--- config.mk ---
export PLATFORM = sky130hd
export DESIGN_NAME = axi_lite_slave_regs_flat
export DESIGN_NICKNAME = d
export VERILOG_FILES = /design/src/rtl/axi_lite_slave_regs_if.sv /design/src/rtl/axi_lite_slave_regs.sv /design/src/flat_wrapper.sv
export SDC_FILE = /design/constraint.sdc
export NUM_CORES = 1
export LEC_CHECK = 0
export CAP_MARGIN = 20
export CORE_UTILIZATION = 30
export CTS_CLUSTER_DIAMETER = 200
export DETAILED_ROUTE_END_ITERATION = 8
export GPL_ROUTABILITY_DRIVEN = 1
export GPL_TIMING_DRIVEN = 0
export SYNTH_ARGS = -nofsm -noshare
export SYNTH_HDL_FRONTEND = slang
export SYNTH_SLANG_ARGS = --single-unit
export TNS_END_PERCENT = 1
--- constraint.sdc ---
create_clock -name aclk_i -period 2.4 [get_ports aclk_i]
set_input_delay 0.24 -clock aclk_i [delete_from_list [all_inputs] [get_ports aclk_i]]
set_output_delay 0.24 -clock aclk_i [all_outputs]
set_load 0.01 [all_outputs]
--- src/rtl/axi_lite_slave_regs_if.sv ---
// AXI4-Lite bus bundle shared by the register-file responder and its master.
// The master modport drives requests; the slave modport drives ready/response signals.
interface axi_lite_slave_regs_if #(
   parameter int ADDR_W = 12,
   parameter int DATA_W = 32
);
   logic [ADDR_W-1:0]   awaddr;
   logic                awvalid;
   logic                awready;
   logic [DATA_W-1:0]   wdata;
   logic [DATA_W/8-1:0] wstrb;
   logic                wvalid;
   logic                wready;
   logic [1:0]          bresp;
   logic                bvalid;
   logic                bready;
   logic [ADDR_W-1:0]   araddr;
   logic                arvalid;
   logic                arready;
   logic [DATA_W-1:0]   rdata;
   logic [1:0]          rresp;
   logic                rvalid;
   logic                rready;

   modport master (
      output awaddr, awvalid, wdata, wstrb, wvalid, bready, araddr, arvalid, rready,
      input  awready, wready, bresp, bvalid, arready, rdata, rresp, rvalid
   );

   modport slave (
      input  awaddr, awvalid, wdata, wstrb, wvalid, bready, araddr, arvalid, rready,
      output awready, wready, bresp, bvalid, arready, rdata, rresp, rvalid
   );
endinterface

--- src/rtl/axi_lite_slave_regs.sv ---
// AXI4-Lite register file with independent write and read FSMs, one outstanding access each.
// Optional macro AXIL_SLAVE_WSTRB_EN enables per-byte write strobes (default: full-word writes).
module axi_lite_slave_regs #(
   parameter int ADDR_W   = 12,
   parameter int DATA_W   = 32,
   parameter int NUM_REGS = 16
) (
   input  logic                 aclk_i,
   input  logic                 areset_n_i,
   axi_lite_slave_regs_if.slave bus
);
   localparam int STRB_W = DATA_W / 8;
   localparam int OFF_W  = $clog2(STRB_W);
   localparam int IDX_W  = $clog2(NUM_REGS);

   localparam logic [1:0] RESP_OKAY   = 2'b00;
   localparam logic [1:0] RESP_SLVERR = 2'b10;

   typedef enum logic [0:0] {W_IDLE = 1'b0, W_RESP = 1'b1} w_state_e;
   typedef enum logic [0:0] {R_IDLE = 1'b0, R_DATA = 1'b1} r_state_e;

   // Everything above the byte-offset and index fields must be zero to hit a register.
   function automatic logic addr_ok(input logic [ADDR_W-1:0] a);
      return (a >> (OFF_W + IDX_W)) == {ADDR_W{1'b0}};
   endfunction

   function automatic logic [IDX_W-1:0] addr_idx(input logic [ADDR_W-1:0] a);
      return a[OFF_W +: IDX_W];
   endfunction

   function automatic logic [DATA_W-1:0] merge_bytes(input logic [DATA_W-1:0] old_w,
                                                     input logic [DATA_W-1:0] new_w,
                                                     input logic [STRB_W-1:0] strb);
      logic [DATA_W-1:0] res;
      res = old_w;
      for (int i = 0; i < STRB_W; i++) begin
         if (strb[i]) res[8*i +: 8] = new_w[8*i +: 8];
      end
      return res;
   endfunction

   w_state_e            w_state_q;
   logic                aw_got_q, w_got_q;
   logic [ADDR_W-1:0]   awaddr_q;
   logic [DATA_W-1:0]   wdata_q;
   logic [STRB_W-1:0]   wstrb_q;
   logic                awready_q, wready_q, bvalid_q;
   logic [1:0]          bresp_q;

   r_state_e            r_state_q;
   logic                arready_q, rvalid_q;
   logic [1:0]          rresp_q;
   logic [DATA_W-1:0]   rdata_q;

   logic [DATA_W-1:0]   regs_q [NUM_REGS];

   logic                aw_hs_s, w_hs_s, wr_fire_s, wr_en_s;
   logic [ADDR_W-1:0]   wr_addr_s;
   logic [DATA_W-1:0]   wr_data_s, wr_word_s;
   logic [STRB_W-1:0]   wr_strb_s;

   // Write commit: the later of AW/W uses the live bus payload, the earlier one its latched copy.
   always_comb begin
      aw_hs_s   = bus.awvalid && awready_q;
      w_hs_s    = bus.wvalid && wready_q;
      wr_addr_s = aw_hs_s ? bus.awaddr : awaddr_q;
      wr_data_s = w_hs_s ? bus.wdata : wdata_q;
      wr_strb_s = w_hs_s ? bus.wstrb : wstrb_q;
      wr_fire_s = (w_state_q == W_IDLE) && (aw_got_q || aw_hs_s) && (w_got_q || w_hs_s);
      wr_en_s   = wr_fire_s && addr_ok(wr_addr_s);
   end

`ifdef AXIL_SLAVE_WSTRB_EN
   assign wr_word_s = merge_bytes(regs_q[addr_idx(wr_addr_s)], wr_data_s, wr_strb_s);
`else
   logic unused_strb_s;
   assign unused_strb_s = ^{wr_strb_s, merge_bytes(wr_data_s, wr_data_s, wr_strb_s)};
   assign wr_word_s     = wr_data_s;
`endif

   // Register array update.
   always_ff @(posedge aclk_i or negedge areset_n_i) begin
      if (!areset_n_i) begin
         for (int i = 0; i < NUM_REGS; i++) regs_q[i] <= {DATA_W{1'b0}};
      end else if (wr_en_s) begin
         regs_q[addr_idx(wr_addr_s)] <= wr_word_s;
      end
   end

   // Write channel FSM: collect AW and W in any order, then hold B until accepted.
   always_ff @(posedge aclk_i or negedge areset_n_i) begin
      if (!areset_n_i) begin
         w_state_q <= W_IDLE;
         aw_got_q  <= 1'b0;
         w_got_q   <= 1'b0;
         awaddr_q  <= {ADDR_W{1'b0}};
         wdata_q   <= {DATA_W{1'b0}};
         wstrb_q   <= {STRB_W{1'b0}};
         awready_q <= 1'b0;
         wready_q  <= 1'b0;
         bvalid_q  <= 1'b0;
         bresp_q   <= RESP_OKAY;
      end else begin
         case (w_state_q)
            W_IDLE: begin
               if (aw_hs_s) begin
                  aw_got_q <= 1'b1;
                  awaddr_q <= bus.awaddr;
               end
               if (w_hs_s) begin
                  w_got_q <= 1'b1;
                  wdata_q <= bus.wdata;
                  wstrb_q <= bus.wstrb;
               end
               if (wr_fire_s) begin
                  aw_got_q  <= 1'b0;
                  w_got_q   <= 1'b0;
                  awready_q <= 1'b0;
                  wready_q  <= 1'b0;
                  bvalid_q  <= 1'b1;
                  bresp_q   <= addr_ok(wr_addr_s) ? RESP_OKAY : RESP_SLVERR;
                  w_state_q <= W_RESP;
               end else begin
                  awready_q <= !(aw_got_q || aw_hs_s);
                  wready_q  <= !(w_got_q || w_hs_s);
               end
            end
            W_RESP: begin
               if (bus.bready) begin
                  bvalid_q  <= 1'b0;
                  awready_q <= 1'b1;
                  wready_q  <= 1'b1;
                  w_state_q <= W_IDLE;
               end
            end
            default: begin
               bvalid_q  <= 1'b0;
               w_state_q <= W_IDLE;
            end
         endcase
      end
   end

   // Read channel FSM: sample the array on the AR handshake, hold R until accepted.
   always_ff @(posedge aclk_i or negedge areset_n_i) begin
      if (!areset_n_i) begin
         r_state_q <= R_IDLE;
         arready_q <= 1'b0;
         rvalid_q  <= 1'b0;
         rresp_q   <= RESP_OKAY;
         rdata_q   <= {DATA_W{1'b0}};
      end else begin
         case (r_state_q)
            R_IDLE: begin
               if (bus.arvalid && arready_q) begin
                  rdata_q   <= addr_ok(bus.araddr) ? regs_q[addr_idx(bus.araddr)] : {DATA_W{1'b0}};
                  rresp_q   <= addr_ok(bus.araddr) ? RESP_OKAY : RESP_SLVERR;
                  rvalid_q  <= 1'b1;
                  arready_q <= 1'b0;
                  r_state_q <= R_DATA;
               end else begin
                  arready_q <= 1'b1;
               end
            end
            R_DATA: begin
               if (bus.rready) begin
                  rvalid_q  <= 1'b0;
                  arready_q <= 1'b1;
                  r_state_q <= R_IDLE;
               end
            end
            default: begin
               rvalid_q  <= 1'b0;
               r_state_q <= R_IDLE;
            end
         endcase
      end
   end

   assign bus.awready = awready_q;
   assign bus.wready  = wready_q;
   assign bus.bvalid  = bvalid_q;
   assign bus.bresp   = bresp_q;
   assign bus.arready = arready_q;
   assign bus.rvalid  = rvalid_q;
   assign bus.rresp   = rresp_q;
   assign bus.rdata   = rdata_q;
endmodule

--- src/flat_wrapper.sv ---
// flat-port wrapper written by rule: the top's interface ports become plain ports
module axi_lite_slave_regs_flat 
#(
   parameter int ADDR_W   = 12,
   parameter int DATA_W   = 32,
   parameter int NUM_REGS = 16
)
  (aclk_i, areset_n_i, bus_awaddr, bus_awvalid, bus_wdata, bus_wstrb, bus_wvalid, bus_bready, bus_araddr, bus_arvalid, bus_rready, bus_awready, bus_wready, bus_bresp, bus_bvalid, bus_arready, bus_rdata, bus_rresp, bus_rvalid);
  axi_lite_slave_regs_if #(.ADDR_W(ADDR_W), .DATA_W(DATA_W)) bus_i ();
  input  logic aclk_i;
  input  logic areset_n_i;
  input wire logic [$bits(bus_i.awaddr)-1:0] bus_awaddr;
  input wire logic [$bits(bus_i.awvalid)-1:0] bus_awvalid;
  input wire logic [$bits(bus_i.wdata)-1:0] bus_wdata;
  input wire logic [$bits(bus_i.wstrb)-1:0] bus_wstrb;
  input wire logic [$bits(bus_i.wvalid)-1:0] bus_wvalid;
  input wire logic [$bits(bus_i.bready)-1:0] bus_bready;
  input wire logic [$bits(bus_i.araddr)-1:0] bus_araddr;
  input wire logic [$bits(bus_i.arvalid)-1:0] bus_arvalid;
  input wire logic [$bits(bus_i.rready)-1:0] bus_rready;
  output wire logic [$bits(bus_i.awready)-1:0] bus_awready;
  output wire logic [$bits(bus_i.wready)-1:0] bus_wready;
  output wire logic [$bits(bus_i.bresp)-1:0] bus_bresp;
  output wire logic [$bits(bus_i.bvalid)-1:0] bus_bvalid;
  output wire logic [$bits(bus_i.arready)-1:0] bus_arready;
  output wire logic [$bits(bus_i.rdata)-1:0] bus_rdata;
  output wire logic [$bits(bus_i.rresp)-1:0] bus_rresp;
  output wire logic [$bits(bus_i.rvalid)-1:0] bus_rvalid;
  assign bus_i.awaddr = bus_awaddr;
  assign bus_i.awvalid = bus_awvalid;
  assign bus_i.wdata = bus_wdata;
  assign bus_i.wstrb = bus_wstrb;
  assign bus_i.wvalid = bus_wvalid;
  assign bus_i.bready = bus_bready;
  assign bus_i.araddr = bus_araddr;
  assign bus_i.arvalid = bus_arvalid;
  assign bus_i.rready = bus_rready;
  assign bus_awready = bus_i.awready;
  assign bus_wready = bus_i.wready;
  assign bus_bresp = bus_i.bresp;
  assign bus_bvalid = bus_i.bvalid;
  assign bus_arready = bus_i.arready;
  assign bus_rdata = bus_i.rdata;
  assign bus_rresp = bus_i.rresp;
  assign bus_rvalid = bus_i.rvalid;
  axi_lite_slave_regs #(.ADDR_W(ADDR_W), .DATA_W(DATA_W), .NUM_REGS(NUM_REGS)) u_core (.aclk_i(aclk_i), .areset_n_i(areset_n_i), .bus(bus_i));
endmodule
* Word-level counts from Yosys, hierarchy flattened
Index checks and enable logic that the tools add are counted.
** Storage, ports and cells
- Memory bits (writable) :: 0
- Memory bits (read-only) :: 0
- Input port bits :: 67
- Output and inout bits :: 41
- Logic and storage cells :: 99
- Memories :: 0
- Latch bits :: 0
- Register bits :: 601
** Cells by class
- Order comparisons :: 3
- Multipliers :: 0
- Div/mod/pow operators :: 0
- Equality and inequality tests :: 4
- Reductions and logical operators :: 22
- $add $sub $neg :: 0
- Bitwise gates (word level) :: 4
- Shifts and indexed selects :: 0
- Muxes and demuxes :: 35
** Operators by type and width (count)
- 512-bit bitwise mux :: 1
- 32-bit two-way mux :: 5
- 32-bit binary-select mux with 4-bit select :: 1
- 32-bit demux with 4-bit select :: 1
- 12-bit logical NOT :: 2
- 1-bit two-way mux :: 17
- 1-bit case mux with 2 select lines :: 7
- 2-bit AND reduction :: 7
- 12-bit two-way mux :: 1
- 5-bit >= comparator (second input constant) :: 2
- 4-bit NOT with 5-bit output :: 2
- 1-bit logical AND :: 7
- 5-bit by 1-bit less-than comparator with 1-bit output (second input constant) :: 1
- 2-bit two-way mux :: 2
- 2-bit by 1-bit inequality test with 1-bit output (second input constant) :: 2
- 2-bit inequality test (second input constant) :: 2
- 2-bit nonzero test :: 2
- 1-bit logical NOT :: 2
- 1-bit logical OR :: 2
- 1-bit NOT :: 2

* Logic depth before layout (Yosys ltp)
- Depth after elaboration :: 8
- Depth in mapped cells :: 9
- Mapped depth without buffers :: 5

* Worst setup path after synthesis
Ideal clock, no wire load.
- Path kind :: register -> register
- From :: register u_core.w_state_q
- To :: register u_core.regs_q[100] in the netlist's numbering
- Slack :: 0.108 ns
- Arrival :: 2.167 ns
- Stages on the path, launching flop included :: 8
- Buffers on the path :: 2
- Setup time :: 0.125 ns
- Cells stage by stage :: dfrtp_1 buf_2 nor4b_4 nand4_4 o22a_1 nor3_4 buf_4 mux2_2
** On the way
- Longest elaborated chain between the ends :: 4
** Ends and longest elaborated chain
- start, declared :: RTL line axi_lite_slave_regs.sv:42 : w_state_e w_state_q;
- start signal, assigned :: RTL line axi_lite_slave_regs.sv:93 : w_state_q <= W_IDLE;
- start signal, assigned :: RTL line axi_lite_slave_regs.sv:122 : w_state_q <= W_RESP;
- start signal, assigned :: RTL line axi_lite_slave_regs.sv:133 : w_state_q <= W_IDLE;
- 1-bit NOT (no line)
- 1-bit logical AND (2 in series) :: RTL line axi_lite_slave_regs.sv:69 : wr_fire_s = (w_state_q == W_IDLE) && (aw_got_q || aw_hs_s) && (w_got_q || w_hs_s);
- 1-bit logical AND :: RTL line axi_lite_slave_regs.sv:70 : wr_en_s = wr_fire_s && addr_ok(wr_addr_s);
- end signal, assigned by index :: RTL line axi_lite_slave_regs.sv:86 : regs_q[addr_idx(wr_addr_s)] <= wr_word_s;
- end, declared :: RTL line axi_lite_slave_regs.sv:55 : logic [DATA_W-1:0] regs_q [NUM_REGS];
Every way passes these cells.
A chain may end at the register's enable or synchronous reset.

* Final worst setup path
- From :: input bus_araddr[3]
- To :: register u_core.rdata_q[10] (netlist: u_core.bus.rdata[10])
** On the way
- Longest elaborated chain between the ends :: 5
** Ends and longest elaborated chain
- start, declared :: RTL line flat_wrapper.sv:18 : input wire logic [$bits(bus_i.araddr)-1:0] bus_araddr;
- 4-bit NOT with 5-bit output (not written as such) :: RTL line axi_lite_slave_regs.sv:156 : rdata_q <= addr_ok(bus.araddr) ? regs_q[addr_idx(bus.araddr)] : {DATA_W{1'b0}};
- 32-bit binary-select mux with 4-bit select :: RTL line axi_lite_slave_regs.sv:156
- 32-bit two-way mux (not written as such) (2 in series) :: RTL line axi_lite_slave_regs.sv:156
- 32-bit two-way mux :: RTL line axi_lite_slave_regs.sv:156
- end signal, assigned :: RTL line axi_lite_slave_regs.sv:151 : rdata_q <= {DATA_W{1'b0}};
- end signal, assigned :: RTL line axi_lite_slave_regs.sv:156
- end, declared :: RTL line axi_lite_slave_regs.sv:53 : logic [DATA_W-1:0] rdata_q;
Every way passes these cells. The select of a mux whose other input is x is not followed.

==> results.md <==
Global routing:
- For this run the aggregate overflow at the end of global routing stands at 0.
- The first global-routing pass estimated 128,000 um of wire.
- The number of antenna violations at the first check in global routing was 0.
- The via count of the first global-routing pass is 19,800.
- Entering global routing, the biggest net connects 117 pins.
- In the global route stage, overall resource usage came out at 19.0%.

Floorplan:
- The region available for standard cell placement spans 87,400 um2.
- The total number of placement rows is 108.
- The effective utilization at floorplan is 30.5%.
- The boundary pin count is 108.
- The vertical extent of the die is 300 um.
- The die outline area is 90,000 um2.
- The die is 300 um wide.

Critical path:
- The worst setup path is of the in -> reg kind.
- The startpoint type of the worst setup path is an input port.
- The required arrival time at the worst endpoint is 2.89 ns.
- The worst endpoint data arrival time is 2.95 ns.
- The depth of the most critical reg-to-reg path is 8.
- The worst-path maximum fanout is 10.
- The kind of end point of the critical path is a register.
- In this run the critical register-to-register path is captured at u_core.regs_q[394].
- The reg-to-reg critical path startpoint is u_core.w_state_q.
- Setup slack on the worst reg-to-reg path comes out at -0.04 ns.

Detailed routing:
- The wire length per cell after detailed routing is 23.7 um.
- The number of DRC markers after the initial detailed-route iteration is 1,801.
- Before antenna repair, the detailed router went through 5 iterations.
- In the routed layout, each cell is associated on average with a via count of 5.32.
- For this run, design rule violations remaining after detail routing come to 0.
- The remaining antenna violation count after routing is 0.
- The total routed wirelength is 84,400 um.
- The final route contains 18,900 vias.

Finish:
- The number of fill cells is 8,469.
- The final standard cell count with taps included and fillers excluded is 3,557.
- The final net count is 2,419.
- Leaving out fill and tap cells, the most frequent cell in the layout is dfrtp_1.
- Relative to the synthesized area, the layout overhead comes to 21.4%.
- The share of layout cells above drive strength 1 is 27.2%.
- The final core utilization is 37.0%.
- Across the whole layout, storage elements account for 14,900 um2.
- In the layout the commonest cells are dfrtp_1, a21oi_1, mux2_2, nor2_1, nand2_1.
- In the final layout, the multi-input gates occupy 11,100 um2.

Yosys:
- The total of flip-flops plus latches after synthesis is 597.
- The total number of yosys warnings is 0.
- The area of the mapped netlist is 26,700 um2.
- The mean post-synth cell area is 12.4 um2.
- After technology mapping, the gate count stands at 2,152.
- The sequential fraction of the synthesis area is 56.1%.
- The netlist uses 50 different library cells.

Clock network:
- TritonCTS built the clock tree.
- The clock reaches the later pin of the worst-skew pair after 0.62 ns.
- The clock-pin slew on the worst setup and hold paths is 0.06 ns.
- The clock net in this run drives a total of 597 sinks.
- Counting the buffers created by CTS gives 66.
- CTS built an H-tree with a depth of 3.
- The tree is rooted in a clkbuf_16.
- The worst-case clock buffer depth is 3.

STA:
- The worst-case headroom to the max-slew limit is 33.5%.
- The least setup slack across all paths after layout is -0.0621 ns.
- The slew at the pin closest to its max-slew limit is 0.998 ns.
- The minimum period implied by the final worst setup slack is 2.46 ns.
- Based on the critical path, the design can be clocked at up to 0.406 GHz.
- The number of failing hold endpoints at the final stage came to 0.
- The max-slew violation count is 0.
- Setup repair after global routing could not meet its margin everywhere.
- The number of setup violations in the final report is 11.
- The setup skew after layout is 0.0350 ns.
- In the finished design, the share of the clock period the worst path needs comes to 103%.

Power and ir drop:
- The maximum ir drop on the vdd rail is 0.000615 V.
- The power density relative to cell area is 880 nW/um2.
- In this run the static leakage power is 0.0147 uW.

Placement:
- Detailed placement finished with a half-perimeter wire length of 55,200 um.
- The total of buffers placed on input and output ports is 93.
- At the end of routability-driven placement, the weighted congestion stood at 0.835.
- The cell count after placement is 3,408.

Run status:
- The flow ran to the end, but the final reports show violations.
- The checks that failed: negative setup slack.

Run:
- The max capacitance violation total is 0.

Hold path:
- The path category of the worst min-delay check is in -> async.
critical path, stage by stage:
cell,delay [ns]
clkdlybuf4s50_1,0.84
buf_2,0.44
clkdlybuf4s18_2,0.52
mux2i_1,0.37
a21oi_1,0.24
a22o_1,0.28
report_power, final:
group	switching (uW)	internal (uW)
Sequential	649	11100
Combinational	3980	2190
Clock	4280	6280
registers in the layout, summed over array words and instances, names as in the netlist:
| signal | count |
|---|---|
| u_core.aw_got_q | 1 |
| u_core.awaddr_q | 10 |
| u_core.bus.arready | 1 |
| u_core.bus.awready | 1 |
| u_core.bus.bresp | 1 |
| u_core.bus.bvalid | 1 |
| u_core.bus.rdata | 32 |
| u_core.bus.rresp | 1 |
| u_core.bus.rvalid | 1 |
| u_core.bus.wready | 1 |
| u_core.r_state_q | 1 |
| u_core.regs_q | 512 |
| u_core.w_got_q | 1 |
| u_core.w_state_q | 1 |
| u_core.wdata_q | 32 |
how the worst max path moves through the flow:
stage | from | to
6_report | bus_araddr[3] | u_core.bus.rdata[10]
5_1_grt | u_core.w_state_q | u_core.regs_q[147]
4_1_cts | bus_araddr[3] | u_core.bus.rdata[31]
3_5_place_dp | bus_wvalid | u_core.regs_q[466]
3_3_place_gp | areset_n_i | u_core.wdata_q[27]
2_1_floorplan | u_core.w_state_q | u_core.regs_q[100]
through the flow:
| step | TNS, ns | setup slack (ns) | instance area, um2 | hold slack, ns | total power (uW) |
|---|---|---|---|---|---|
| 2_1_floorplan | 0 | 0.108 | 26700 | -0.0556 | 15300 |
| 3_3_place_gp | - | -26.71 | 29000 | 0.457 | 17600 |
| 3_5_place_dp | -473.46 | -1.23 | 29200 | 0.227 | 17700 |
| 4_1_cts | -0.526 | -0.0700 | 32100 | 0.174 | 28500 |
| 5_1_grt | -4.68 | -0.120 | 32300 | 0.200 | 29500 |
| 6_report | -0.156 | -0.0621 | 32300 | 0.156 | 28500 |
logic make-up (layout without fill, tap and decap cells):
| kind of cell | Yosys count | in the layout | share of synthesized area [%] |
|---|---|---|---|
| simple gates | 380 | 380 | 6.25 |
| flops | 597 | 597 | 56.1 |
| compound gates | 548 | 548 | 11.4 |
| other cells | 1 | 3 | 0.0141 |
| mux | 428 | 428 | 23.2 |
| buf+inv | 198 | 446 | 3.13 |
cell usage after synthesis, drive strengths merged:
master  instances  area [um2]
a211o           1        8.76
a211oi         37         303
a21boi          2        15.0
a21o            1        7.51
a21oi         328        1640
a22o           32         280
and2            3        18.8
and3b           1        8.76
and4            1        8.76
and4b           1        10.0
buf            63         327
clkbuf        128         480
conb            1        3.75
dfrtp         597       14900
inv             7        26.3
mux2          234        2640
mux2i          66         661
mux4          128        2880
nand2         139         522
nand2b          5        31.3
nand3           7        35.0
nand4           4        40.0
nand4b          1        8.76
nor2          174         656
nor2b          32         200
nor3            3        37.5
nor4            4        37.5
nor4b           1        23.8
o211ai          3        22.5
o21a            1        7.51
o21ai         133         666
o21ba           1        10.0
o221ai          1        8.76
o22a            1        8.76
o22ai           2        12.5
o31a            2        17.5
o31ai           3        22.5
or2             1        6.26
or3             1        6.26
or4             2        15.0
layout make-up:
| type | instances | share of cell area, % |
|---|---|---|
| Inverter | 7 | 0.0812 |
| Clock inverter | 21 | 0.955 |
| Tap cell | 1155 | 4.47 |
| Antenna cell | 1 | 0.00774 |
| Buffer | 191 | 3.51 |
| Sequential cell | 597 | 46.2 |
| Multi-Input combinational cell | 1358 | 34.3 |
| Timing Repair Buffer | 131 | 4.46 |
| Clock buffer | 96 | 5.99 |
layer usage:
metal	vias up	wire length (um)	global-route usage, %
li1	8178	-	-
met1	9944	36500	26.1
met2	641	38500	29.1
met3	162	6400	4.60
met4	0	2890	6.91
met5	-	0	0
timing repair:
action,CTS,global route
setup buffers,25,4
pin swaps,18,5
endpoints found under the setup margin,550,462
hold buffers,1,0
gates resized for setup,136,112
endpoints found under the hold margin,57,0
No activity file was read; power rests on OpenSTA's default activity.
